--- config.mk ---
export PLATFORM = sky130hd
export DESIGN_NAME = hold_detect_multi
export DESIGN_NICKNAME = d
export VERILOG_FILES = /design/src/rtl/hold_detect_multi.sv
export SDC_FILE = /design/constraint.sdc
export NUM_CORES = 1
export LEC_CHECK = 0
export BUFFER_PORTS_ARGS = -buffer_cell sky130_fd_sc_hd__buf_2
export CAP_MARGIN = 0
export CELL_PAD_IN_SITES_DETAIL_PLACEMENT = 2
export CELL_PAD_IN_SITES_GLOBAL_PLACEMENT = 2
export CORE_UTILIZATION = 38
export CTS_CLUSTER_SIZE = 28
export DETAILED_ROUTE_END_ITERATION = 12
export PLACE_DENSITY_LB_ADDON = 0.05
export RECOVER_POWER = 25
export SYNTH_ARGS = -nofsm -noshare
export SYNTH_HDL_FRONTEND = slang
export SYNTH_SLANG_ARGS = --single-unit
--- constraint.sdc ---
create_clock -name clk -period 2.1 [get_ports clk]
set_clock_uncertainty 0.15 [all_clocks]
set_input_delay 0.21 -clock clk [delete_from_list [all_inputs] [get_ports clk]]
set_output_delay 0.21 -clock clk [all_outputs]
set_load 0.005 [all_outputs]
--- src/rtl/hold_detect_multi.sv ---
// hold_detect_multi: per-channel synchronized press/hold detector with short-press and hold pulses
// Ports:
//   clk          rising-edge clock
//   reset        synchronous active-high reset
//   btn_in       raw asynchronous per-channel requests, active-high
//   held         level, high while the channel is in HELD
//   hold_pulse   one-cycle pulse on HELD entry (plus repeat pulses with HOLD_AUTOREPEAT_EN)
//   short_press  one-cycle pulse on release of a press of MIN_PRESS_CYCLES..HOLD_CYCLES-1 samples
//   busy         high while any channel is not IDLE
// Define HOLD_AUTOREPEAT_EN to re-pulse hold_pulse every REPEAT_CYCLES edges while held.
module hold_detect_multi #(
    parameter int CHANNELS         = 4,
    parameter int HOLD_CYCLES      = 2000,
    parameter int MIN_PRESS_CYCLES = 20,
    parameter int REPEAT_CYCLES    = 500
) (
    input  logic                clk,
    input  logic                reset,
    input  logic [CHANNELS-1:0] btn_in,
    output logic [CHANNELS-1:0] held,
    output logic [CHANNELS-1:0] hold_pulse,
    output logic [CHANNELS-1:0] short_press,
    output logic                busy
);
    localparam int CW = $clog2(HOLD_CYCLES + 1);
    localparam logic [CW-1:0] HMAX = CW'(HOLD_CYCLES - 1);
    localparam logic [CW-1:0] MINP = CW'(MIN_PRESS_CYCLES);
    typedef enum logic [1:0] {IDLE, PRESSING, HELD} state_t;
    logic [CHANNELS-1:0] s1, s2, hp_n, sp_n;
    state_t st [CHANNELS];
    state_t st_n [CHANNELS];
    logic [CW-1:0] cnt [CHANNELS];
    logic [CW-1:0] cnt_n [CHANNELS];
`ifdef HOLD_AUTOREPEAT_EN
    localparam int RW = $clog2(REPEAT_CYCLES);
    localparam logic [RW-1:0] RMAX = RW'(REPEAT_CYCLES - 1);
    logic [RW-1:0] rc [CHANNELS];
    logic [RW-1:0] rc_n [CHANNELS];
`endif
    if (CHANNELS < 1 || CHANNELS > 16 || HOLD_CYCLES < 2 || MIN_PRESS_CYCLES < 1 ||
        MIN_PRESS_CYCLES >= HOLD_CYCLES || REPEAT_CYCLES < 2) begin : g_bad_params
        $error("hold_detect_multi: parameter out of range");
    end
    always_ff @(posedge clk) begin
        if (reset) begin
            s1          <= '0;
            s2          <= '0;
            hold_pulse  <= '0;
            short_press <= '0;
            for (int i = 0; i < CHANNELS; i++) begin
                st[i]  <= IDLE;
                cnt[i] <= '0;
`ifdef HOLD_AUTOREPEAT_EN
                rc[i]  <= '0;
`endif
            end
        end else begin
            s1          <= btn_in;
            s2          <= s1;
            hold_pulse  <= hp_n;
            short_press <= sp_n;
            for (int i = 0; i < CHANNELS; i++) begin
                st[i]  <= st_n[i];
                cnt[i] <= cnt_n[i];
`ifdef HOLD_AUTOREPEAT_EN
                rc[i]  <= rc_n[i];
`endif
            end
        end
    end
    // Pulses are computed here and registered so they coincide with the state change.
    always_comb begin
        hp_n = '0;
        sp_n = '0;
        for (int i = 0; i < CHANNELS; i++) begin
            st_n[i]  = st[i];
            cnt_n[i] = cnt[i];
`ifdef HOLD_AUTOREPEAT_EN
            rc_n[i]  = '0;
`endif
            case (st[i])
                IDLE: begin
                    st_n[i]  = s2[i] ? PRESSING : IDLE;
                    cnt_n[i] = s2[i] ? CW'(1) : '0;
                end
                PRESSING: begin
                    if (!s2[i]) begin
                        st_n[i]  = IDLE;
                        cnt_n[i] = '0;
                        sp_n[i]  = cnt[i] >= MINP;
                    end else if (cnt[i] == HMAX) begin
                        st_n[i] = HELD;
                        hp_n[i] = 1'b1;
                    end else begin
                        cnt_n[i] = cnt[i] + CW'(1);
                    end
                end
                HELD: begin
                    if (!s2[i]) begin
                        st_n[i]  = IDLE;
                        cnt_n[i] = '0;
                    end
`ifdef HOLD_AUTOREPEAT_EN
                    else begin
                        hp_n[i] = rc[i] == RMAX;
                        rc_n[i] = rc[i] == RMAX ? '0 : rc[i] + RW'(1);
                    end
`endif
                end
                default: begin
                    st_n[i]  = IDLE;
                    cnt_n[i] = '0;
                end
            endcase
        end
    end
    always_comb begin
        busy = 1'b0;
        for (int i = 0; i < CHANNELS; i++) begin
            held[i] = st[i] == HELD;
            busy    = busy | (st[i] != IDLE);
        end
    end
endmodule

# After elaboration in Yosys (flattened, before gate mapping)
# Memories as Yosys holds them, arrays and structs flattened.
# Index checks and enable logic that the tools add are counted.
[totals]
ff_bits = 16
latch_bits = 0
ram_bits = 52
mem_bits_ro = 0
input_bits = 6
output_inout_bits = 13
word_cells = 122
n_memories = 2
[mem_list]
columns = ["memory", "words", "word_bits", "rd", "rd_clocked_by_memory_dff", "wr", "line_no", "text"]
rows = [
  ["cnt", 4, 11, 4, 0, 4, "32", "logic [CW-1:0] cnt [CHANNELS];"],
  ["st", 4, 2, 4, 0, 4, "30", "state_t st [CHANNELS];"],
]
[op_classes]
n_addsub = 4
multipliers = 0
n_div = 0
n_lt_le_gt_ge = 4
eq_ne = 12
shifts = 0
muxes = 55
n_bitwise = 19
reduce_logical = 16
[op_table]
columns = ["op", "n"]
rows = [
  ["two-way mux 11 bit", 16],
  ["one-hot mux 11 bit (3 select lines)", 4],
  ["adder 11 x 1 -> 11 bit, second input constant", 4],
  ["== test 11 bit, second input constant", 4],
  ["greater-or-equal comparator 11 x 5 -> 1 bit, second input constant", 4],
  ["two-way mux 2 bit", 16],
  ["one-hot mux 2 bit (3 select lines)", 4],
  ["OR reduction 3 bit", 8],
  ["two-way mux 1 bit", 15],
  ["bitwise OR 1 bit", 11],
  ["== test 2 x 1 -> 1 bit, second input constant", 4],
  ["== test 2 bit, second input constant", 4],
  ["zero test 2 bit", 4],
  ["inverter 1 bit", 8],
  ["nonzero test 2 bit", 4],
]

# Depth between registers and ports, before layout
# Gate-level depths: netlist of run 1.
[depth]
ltp_word = 5
ltp_mapped = 6

# Worst setup path after synthesis of run 1
# No wires, ideal clock.
[synth_path]
kind = "reg-to-reg"
from = "memory cnt[1][0] (netlist bit)"
to = "memory cnt[1][10] (netlist bit)"
setup_time_ns = 0.070
t_arrival_ns = 1.649
required_ns = 1.880
path_slack_ns = 0.231
stages_incl_launch_ff = 7
path_buffers = 1
synth_period_minus_slack_ns = 1.869
cell_sequence = "dfxtp_1 ha_1 and3_1 and4_4 buf_6 or4_1 a21boi_1"
[synth_rtl]
columns = ["element", "line_no"]
rows = [
  ["from (decl)", "32"],
]

==> out/summary.log, run 1 <==
[status] result of the run completed
[clocking] CTS Root Cell clkbuf_8
[die] effective utilization at floorplan 39.2%
[timing] total setup violations reported at the end of the flow 0
[routing] detailed-route via count 3035
[worst_setup_path] path type of the worst setup path reg -> reg
[logic_synthesis] Syn Area/Cell 8.85 µm²
[logic_synthesis] net count after synthesis 400
[logic_synthesis] combined area of all synthesized cells 3420 µm²
[timing] fraction of the cycle the final worst path needs 95.2%
[timing] setup repair after global routing missed its margin no
[routing] per-cell via count in the routed design 5.78
[logic_synthesis] largest cells by area after synthesis dfxtp_1 40%, xnor2_1 3.3%, ha_1 2.9%
[cells_and_area] fill cell total of the finished layout 954
[worst_setup_path] arrival time at the worst endpoint 2090 ps
[logic_synthesis] number of different library cells in the post-synthesis netlist 57
[cells_and_area] final standard cell utilization of the core 44.6%
[timing] final number of hold-violating endpoints 0
[clocking] cts bufs inserted 9
[grt] grt ovf 0
[grt] first-pass GRT wire length 16700 µm
[logic_synthesis] proportion of netlist area held by the largest area contributor 39.8%
[grt] combined global-route utilization of all metal layers 22.0%
[logic_synthesis] count of synthesis-stage warnings from yosys 0
[routing] wirelength, routed 9500 µm
[die] Core Area 8720 µm²
[place] post-detailed-placement half-perimeter wirelength 6720 µm
[logic_synthesis] top flip-flop cell by instance count after synthesis dfxtp_1
[logic_synthesis] flops & latches, synth 68
[routing] number of design rule violations left after detail routing 0
[worst_setup_path] endpoint type of the worst setup path register
[logic_synthesis] share of synthesized flip-flops with an asynchronous set or reset 0%
[routing] routed len/inst 18.1 µm
[timing] transition at the pin with the smallest max-transition slack 726 ps
[logic_synthesis] Post-synth EDFFs 0
[timing] slew margin rel. 50.3%
[grt] antenna violations before repair 0
[cells_and_area] number of diodes added for antenna fixing 0
[die] Die Outline Area 9380 µm²
[timing] final number of max-transition violations 0
[worst_setup_path] required time reported for the critical path endpoint 2190 ps
[place] PortBufs 18
[clocking] H-Tree Depth 3
[worst_setup_path] critical path fanouts, max 6
[clocking] Skew-Pair Late Insertion Delay 350 ps
[timing] Setup TNS 0 ps
[grt] largest net degree at the start of global routing 13
[power_and_ir_drop] peak supply drop 0.262 mV
[die] vertical die dimension 96.8 µm
[clocking] register clock-pin slew on the reported worst setup and hold paths 80 ps
[routing] post-detailed-route count of antenna-violating nets 0
[worst_setup_path] Reg2Reg Depth 5
[clocking] TritonCTS clock tree yes
[routing] 1st-iter DRT viols 52
[routing] first-pass iteration count of the detailed router 4
[logic_synthesis] most area-hungry cell type in the Yosys netlist dfxtp_1
[logic_synthesis] sequential-to-total area share from yosys stat 39.8%
[cells_and_area] proportion of layout cells with a drive suffix above 1 11.0%
[die] Ports 19
[cells_and_area] NumNets Final 426
[die] row cnt 34
[power_and_ir_drop] Leakage Power 1.40 nW
[place] Inst Count DP 505
[cells_and_area] growth of design area from synthesis to finish 13.8%
[clocking] Post CTS Setup Buffer Count 0
[min_path] type of the most critical hold path in -> reg
[power_and_ir_drop] Pwr per Cell Area 674 nW/µm²
[cells_and_area] most frequent cells in the layout 68 x dfxtp_1, 22 x nand2_1, 18 x inv_1
[timing] highest clock frequency the design can meet 500 MHz
[timing] shortest period the worst path allows 2000 ps
[grt] vias in the first global route 3293
[worst_setup_path] Critical Path Source Type register
[min_path] hold depth 2
[clocking] total number of clock tree sinks 68
[cells_and_area] most common cell after layout, fill and taps aside dfxtp_1
[place] gpl congestion 0.741
[job] number of max-cap violations 0
[die] width of the die 96.8 µm
[logic_synthesis] synthesized netlist cell count 386
[cells_and_area] Final Non-Filler Cells 525
[clocking] Max clock buf depth 2
[through the flow]
step	setup slack (ps)	total power, mW	hold WS [ps]	cell area, µm²
2_1_floorplan	231	1.38	188	3420
3_3_place_gp	212	1.40	266	3620
3_5_place_dp	81.9	1.41	277	3620
4_1_cts	38.6	2.65	46.0	3890
5_1_grt	3.97	2.71	242	3890
6_report	101	2.62	200	3890
[power by group]
group          switching (mW)  internal, mW
Clock                   0.544         0.699
Combinational          0.0349        0.0290
Sequential             0.0154          1.30
[cell usage after synthesis (all sizes together), types with 3 or more instances]
master,n
and3,9
o21ai,14
a21boi,4
nand2b,12
nor3,16
nand2,22
nand3,16
o31ai,11
inv,18
mux2i,7
or4,13
a41oi,3
dfxtp,68
ha,8
or3,9
and3b,4
nor2b,14
nand4bb,3
nand4,12
nand3b,3
nor2,16
a2111oi,4
nor4,6
and2,5
xnor2,13
buf,4
clkbuf,11
a21oi,16
a31oi,6
o21a,3
a211o,3
a211oi,4
and4,5
a22o,4
a21o,4
[sequential cells by signal (all words and copies together), names as in the netlist]
register,flops
hold_pulse,4
st,8
s1,4
short_press,4
cnt,44
s2,4
[what timing repair did]
item	4_1_cts	5_1_grt
endpoints found under the hold margin	4	0
hold buffers	4	0
gates resized for setup	0	3
endpoints found under the setup margin	0	8
[cell type report]
cell class	instances	area, µm²	share of cell area (%)
Clock buffer	10	138	3.54
Clock inverter	6	87.6	2.25
Inverter	18	67.6	1.74
Multi-Input combinational cell	285	1920	49.3
Sequential cell	68	1360	35.0
Tap cell	108	135	3.47
Timing Repair Buffer	30	181	4.66
[metal layers]
layer	GRT usage (%)	part of all wire (%)	up-vias
met3	3.97	2.0	14
met4	8.73	1.7	0
met2	36.1	47	28
met1	28.7	49	1511
li1	-	-	1482
met5	0	0	-
[worst max-delay path, stage by stage, from the launching register on]
cell and delay [ps]:
dfxtp_1 350, ha_1 250, and3_1 270, a41oi_1 450
nor3_2 110, a211o_1 310
[worst paths after layout]
path                          startpoint                endpoint  slack [ps]
hold / removal                     reset        s2[0]$_SDFF_PP0_         200
setup / recovery  cnt[1][0]$_SDFFE_PP0P_  cnt[1][7]$_SDFFE_PP0P_         100
setup reg to reg  cnt[1][0]$_SDFFE_PP0P_  cnt[1][7]$_SDFFE_PP0P_         100
hold reg to reg         s1[0]$_SDFF_PP0_        s2[0]$_SDFF_PP0_         300
[cells by family after synthesis]
kind of cell	count (synthesis)	share of synthesized area [%]
AND/OR/NAND/NOR	169	29.3
multiplexers	7	2.05
buffers and inverters	33	4.36
AO/OA/AOI/OAI	86	17.7
adder cells (fa/ha/maj)	8	2.93
XOR/XNOR	15	3.84
flip-flops	68	39.8
Power figures use the tool's default switching activity.
==> run 2: changes to the inputs <==
--- a/config.mk
+++ b/config.mk
@@ -9,11 +9,12 @@
 export CAP_MARGIN = 0
 export CELL_PAD_IN_SITES_DETAIL_PLACEMENT = 2
 export CELL_PAD_IN_SITES_GLOBAL_PLACEMENT = 2
-export CORE_UTILIZATION = 38
+export CORE_UTILIZATION = 30
 export CTS_CLUSTER_SIZE = 28
 export DETAILED_ROUTE_END_ITERATION = 12
 export PLACE_DENSITY_LB_ADDON = 0.05
 export RECOVER_POWER = 25
+export SLEW_MARGIN = 5
 export SYNTH_ARGS = -nofsm -noshare
 export SYNTH_HDL_FRONTEND = slang
 export SYNTH_SLANG_ARGS = --single-unit
==> out/summary.log, run 2 (synthesis results as in run 1) <==
[cells_and_area] NumNets Final 431
[power_and_ir_drop] proportion of power drawn by flip-flops and latches 47.1%
[clocking] CTS Root Cell clkbuf_16
[worst_setup_path] required time reported for the critical path endpoint 2220 ps
[cells_and_area] proportion of layout cells with a drive suffix above 1 11.9%
[clocking] total number of clock tree sinks 68
[clocking] Max clock buf depth 2
[timing] fraction of the cycle the final worst path needs 92.2%
[power_and_ir_drop] Leakage Power 1.46 nW
[routing] first-pass iteration count of the detailed router 4
[cells_and_area] most common cell after layout, fill and taps aside dfxtp_1
[die] Core Area 11000 µm²
[timing] Setup TNS 0 ps
[die] width of the die 109 µm
[power_and_ir_drop] overall power consumption 2.80 mW
[timing] transition at the pin with the smallest max-transition slack 656 ps
[routing] per-cell via count in the routed design 5.42
[routing] post-detailed-route count of antenna-violating nets 0
[die] Die Outline Area 11800 µm²
[routing] number of design rule violations left after detail routing 0
[cells_and_area] post-route cell area 4020 µm²
[die] Ports 19
[place] post-placement setup slack 120 ps
[power_and_ir_drop] Pwr per Cell Area 696 nW/µm²
[worst_setup_path] slowest CP cell or4_1
[place] Inst Count DP 542
[place] total placed instance area 3700 µm²
[routing] routed len/inst 16.8 µm
[cells_and_area] flip-flop count of the largest register, all copies and words added 44
[worst_setup_path] Crit path buffers/inverters 0
[clocking] register clock-pin slew on the reported worst setup and hold paths 60 ps
[status] result of the run completed
[timing] shortest period the worst path allows 1940 ps
[timing] Setup WS post-layout 164 ps
[routing] highest metal layer used by the detailed router met4
[routing] 1st-iter DRT viols 53
[clocking] TritonCTS clock tree yes
[power_and_ir_drop] switching power summed over all nets 0.609 mW
[power_and_ir_drop] peak supply drop 0.320 mV
[routing] Routed met3 length 221 µm
[die] row cnt 38
[cells_and_area] registers with the most flip-flops cnt x44, st x8
[timing] slew margin rel. 55.2%
[timing] final number of hold-violating endpoints 0
[routing] detailed-route via count 3041
[cells_and_area] largest register by flop count cnt
[clocking] cts bufs inserted 9
[power_and_ir_drop] part of the power in the clock network 50.5%
[grt] grt ovf 0
[place] post-detailed-placement half-perimeter wirelength 7020 µm
[routing] wirelength, routed 9420 µm
[grt] vias in the first global route 3216
[place] PortBufs 18
[timing] highest clock frequency the design can meet 517 MHz
[routing] met2 wire len 4460 µm
[job] number of max-cap violations 0
[worst_setup_path] CP delay by family, top simple AND/OR/NAND/NOR gates
[worst_setup_path] path type of the worst setup path reg -> reg
[timing] final number of max-transition violations 0
[cells_and_area] growth of design area from synthesis to finish 17.6%
[worst_setup_path] Critical Path Source Type register
[die] effective utilization at floorplan 31.1%
[grt] antenna violations before repair 0
[cells_and_area] most frequent cells in the layout 68 x dfxtp_1, 22 x nand2_1, 18 x inv_1
[clocking] Skew-Pair Late Insertion Delay 340 ps
[worst_setup_path] critical path cell sequence ha_1, and3_1, and4_4, or4_1, a21boi_1
[cells_and_area] number of diodes added for antenna fixing 0
[clocking] H-Tree Depth 3
[routing] wire length on met1 4570 µm
[place] gpl congestion 0.732
[worst_setup_path] critical path fanouts, max 8
[grt] combined global-route utilization of all metal layers 17.8%
[power_and_ir_drop] share of total power consumed by net switching 21.8%
[min_path] type of the most critical hold path in -> reg
[die] vertical die dimension 109 µm
[worst_setup_path] arrival time at the worst endpoint 2060 ps
[timing] total setup violations reported at the end of the flow 0
[cells_and_area] Final Non-Filler Cells 561
[worst_setup_path] endpoint type of the worst setup path register
[power_and_ir_drop] proportion of power drawn by combinational gates 2.3%
[grt] first-pass GRT wire length 16100 µm
[grt] largest net degree at the start of global routing 12
[power_and_ir_drop] Power Internal 2.19 mW
[worst_setup_path] Crit path largest cell delay 510 ps
==> run 2: power by group through the flow <==
stage | combinational, mW | sequential, mW | clock (mW)
after floorplan | 0.0410 | 1.34 | 0
after global placement | 0.0581 | 1.35 | 0
after detailed placement | 0.0603 | 1.35 | 0
after CTS | 0.0662 | 1.32 | 1.46
after global routing | 0.0745 | 1.32 | 1.53
final | 0.0656 | 1.32 | 1.41
==> run 2: path summary, 6_finish.rpt <==
kind                           from                   endpoint  slack [ps]  depth (start not counted)
max          cnt[1][0]$_SDFFE_PP0P_     cnt[1][6]$_SDFFE_PP0P_         160                          5
min                           reset  short_press[0]$_SDFF_PP0_          40                          2
max reg2reg  cnt[1][0]$_SDFFE_PP0P_     cnt[1][6]$_SDFFE_PP0P_         160                          5
min reg2reg        s1[1]$_SDFF_PP0_           s2[1]$_SDFF_PP0_         280                          1
==> run 2: metal layers <==
layer	GRT usage [%]	vias to the layer above
li1	-	1496
met3	3.41	12
met5	0	-
met4	7.53	0
met1	22.4	1504
met2	29.4	29
==> run 2: metrics by stage <==
step | util [%] | hold slack (ps)
2_1_floorplan | - | 188
3_3_place_gp | 33.7 | 267
3_5_place_dp | 33.7 | 279
4_1_cts | 36.5 | 27.8
5_1_grt | 36.6 | 49.7
6_report | 36.6 | 41.6
==> run 2: area by class of cell <==
cell class,instances,area (µm²)
well taps,140,175
clock inverters,2,10.0
inverters,18,67.6
clock buffers,13,260
fillers,1242,6960
flip-flops and latches,68,1360
repair buffers,35,224
multi-input cells,285,1920
==> run 2: what timing repair did <==
item	CTS	global route
resized for setup	0	3
setup buffers	0	0
endpoints found under the hold margin	4	0
hold buffers	4	0
setup endpoints to repair	0	8
==> run 3: changes to the inputs <==
--- a/config.mk
+++ b/config.mk
@@ -12,6 +12,7 @@
 export CORE_UTILIZATION = 30
 export CTS_CLUSTER_SIZE = 28
 export DETAILED_ROUTE_END_ITERATION = 12
+export MAX_ROUTING_LAYER = met4
 export PLACE_DENSITY_LB_ADDON = 0.05
 export RECOVER_POWER = 25
 export SLEW_MARGIN = 5
==> constraint.sdc (replaced) <==
create_clock -name clk -period 2.3 [get_ports clk]
set_clock_uncertainty 0.15 [all_clocks]
set_input_delay 0.23 -clock clk [delete_from_list [all_inputs] [get_ports clk]]
set_output_delay 0.23 -clock clk [all_outputs]
set_load 0.005 [all_outputs]
==> out/summary.log, run 3 (synthesis results as in run 1) <==
[min_path] type of the most critical hold path in -> reg
[clocking] Max clock buf depth 2
[cells_and_area] NumNets Final 420
[worst_setup_path] Reg2Reg Depth 5
[timing] Setup TNS 0 ps
[routing] wirelength, routed 9490 µm
[clocking] Skew-Pair Late Insertion Delay 340 ps
[die] Ports 19
[timing] Final Hold Slack 37.8 ps
[clocking] Post CTS Setup Buffer Count 0
[worst_setup_path] arrival time at the worst endpoint 1670 ps
[routing] highest metal layer used by the detailed router met4
[clocking] cts bufs inserted 9
[worst_setup_path] Critical Path Source Type register
[clocking] CTS Root Cell clkbuf_16
[place] post-detailed-placement half-perimeter wirelength 6960 µm
[die] Die Outline Area 11800 µm²
[place] Inst Count DP 532
[cells_and_area] fill cell total of the finished layout 1244
[worst_setup_path] Critical Path Sink busy
[worst_setup_path] reg-to-reg critical path startpoint cnt[0][0]$_SDFFE_PP0P_
[routing] post-detailed-route count of antenna-violating nets 0
[routing] number of design rule violations left after detail routing 0
[routing] 1st-iter DRT viols 69
[die] Core Area 11000 µm²
[die] row cnt 38
[cells_and_area] most common cell after layout, fill and taps aside dfxtp_1
[grt] first-pass GRT wire length 16400 µm
[die] vertical die dimension 109 µm
[timing] highest clock frequency the design can meet 487 MHz
[timing] setup repair after global routing missed its margin no
[cells_and_area] Reg area 1360 µm²
[worst_setup_path] endpoint type of the worst setup path primary output
[cells_and_area] multi-input logic area 1910 µm²
[power_and_ir_drop] peak supply drop 0.430 mV
[grt] largest net degree at the start of global routing 17
[die] width of the die 109 µm
[status] result of the run completed
[worst_setup_path] required time reported for the critical path endpoint 1920 ps
[power_and_ir_drop] Pwr per Cell Area 680 nW/µm²
[grt] grt ovf 0
[worst_setup_path] critical path cell sequence nor4_1, nand2_1, buf_2
[routing] first-pass iteration count of the detailed router 4
[place] gpl congestion 0.776
[routing] wire length on met1 4690 µm
[worst_setup_path] slack of the worst reg-to-reg path 300 ps
[timing] shortest period the worst path allows 2050 ps
[cells_and_area] number of diodes added for antenna fixing 0
[die] effective utilization at floorplan 31.1%
[clocking] register clock-pin slew on the reported worst setup and hold paths 50 ps
[timing] final number of max-transition violations 0
[cells_and_area] growth of design area from synthesis to finish 15.2%
[routing] detailed-route via count 2988
[power_and_ir_drop] Leakage Power 1.38 nW
[clocking] total number of clock tree sinks 68
[cells_and_area] proportion of layout cells with a drive suffix above 1 7.06%
[clocking] TritonCTS clock tree yes
[timing] total setup violations reported at the end of the flow 0
[worst_setup_path] Crit path largest cell delay 680 ps
[grt] antenna violations before repair 0
[cells_and_area] flip-flop count of the largest register, all copies and words added 44
[min_path] start point of the worst hold path btn_in[0]
[worst_setup_path] slowest CP cell nor4_1
[cells_and_area] Final Non-Filler Cells 551
[timing] slew margin rel. 50.9%
[power_and_ir_drop] overall power consumption 2.68 mW
[worst_setup_path] worst setup path start st[3][1]$_SDFFE_PP0P_
[grt] vias in the first global route 3161
[worst_setup_path] critical path fanouts, max 9
[routing] met2 wire len 4390 µm
[clocking] H-Tree Depth 3
[cells_and_area] most frequent cells in the layout 68 x dfxtp_1, 22 x nand2_1, 18 x inv_1
[place] PortBufs 18
[cells_and_area] largest register by flop count cnt
[grt] combined global-route utilization of all metal layers 18.7%
[job] number of max-cap violations 0
[routing] per-cell via count in the routed design 5.42
[cells_and_area] registers with the most flip-flops cnt x44, st x8
[routing] Routed met3 length 285 µm
[timing] transition at the pin with the smallest max-transition slack 730 ps
[worst_setup_path] path type of the worst setup path reg -> out
[timing] final number of hold-violating endpoints 0
[timing] fraction of the cycle the final worst path needs 89.2%
[routing] routed len/inst 17.2 µm
[worst_setup_path] capturing point of the worst reg2reg path cnt[0][3]$_SDFFE_PP0P_
-- run 3: changes by cell type in the layout (fill, tap and decap cells not counted), sizes merged --
cell         before  now
bufinv            0    1
clkbuf           16   25
buf              28   11
dlygate4sd3       4    3
clkinv            2    0
-- run 3: where the power goes --
part	switching, mW	leakage, nW	total, mW	internal (mW)
logic	0.0297	0.689	0.0544	0.0246
clock network	0.519	0.144	1.42	0.901
registers	0.0134	0.550	1.20	1.19
total	0.562	1.38	2.68	2.12
-- run 3: cell type report --
| cell class | instances | share of cell area (%) |
|---|---|---|
| Sequential cell | 68 | 34.6 |
| Clock inverter | 1 | 0.763 |
| Timing Repair Buffer | 24 | 3.24 |
| Multi-Input combinational cell | 285 | 48.4 |
| Tap cell | 140 | 4.45 |
| Clock buffer | 15 | 6.80 |
| Inverter | 18 | 1.72 |
-- run 3: routing by layer --
layer | global-route usage, % | vias to the layer above
met3 | 5.20 | 11
met2 | 29.4 | 29
li1 | - | 1477
met4 | 6.37 | 0
met1 | 23.0 | 1471
met5 | - | -
-- run 3: worst min path at each step --
stage | to | slack, ps | cells after the start
floorplan | s1[0]$_SDFF_PP0_ | 210 | 1
global placement | s2[2]$_SDFF_PP0_ | 270 | 1
detailed placement | s2[3]$_SDFF_PP0_ | 280 | 1
CTS | s1[0]$_SDFF_PP0_ | 10 | 2
global route | s1[0]$_SDFF_PP0_ | 30 | 2
finish | s1[0]$_SDFF_PP0_ | 40 | 2
-- run 3: worst max-delay path: cells and delay by family, from the launching register on --
family	cells	cell delay (ps)
buffers and inverters	1	150
DFF	1	390
and+or+nand+nor	2	790
-- run 3: metrics by stage --
step                util (%)  cell area, µm²  worst slack [ps]
global route            35.8            3940              91.8
CTS                     36.0            3950               303
detailed placement      33.0            3620               302
floorplan                  -            3420               431
global placement        33.0            3620               323
finish                  35.8            3940               248
-- run 3: what timing repair did --
item | CTS | global route
hold buffers | 3 | 0
hold endpoints to repair | 3 | 0
resized for setup | 0 | 0
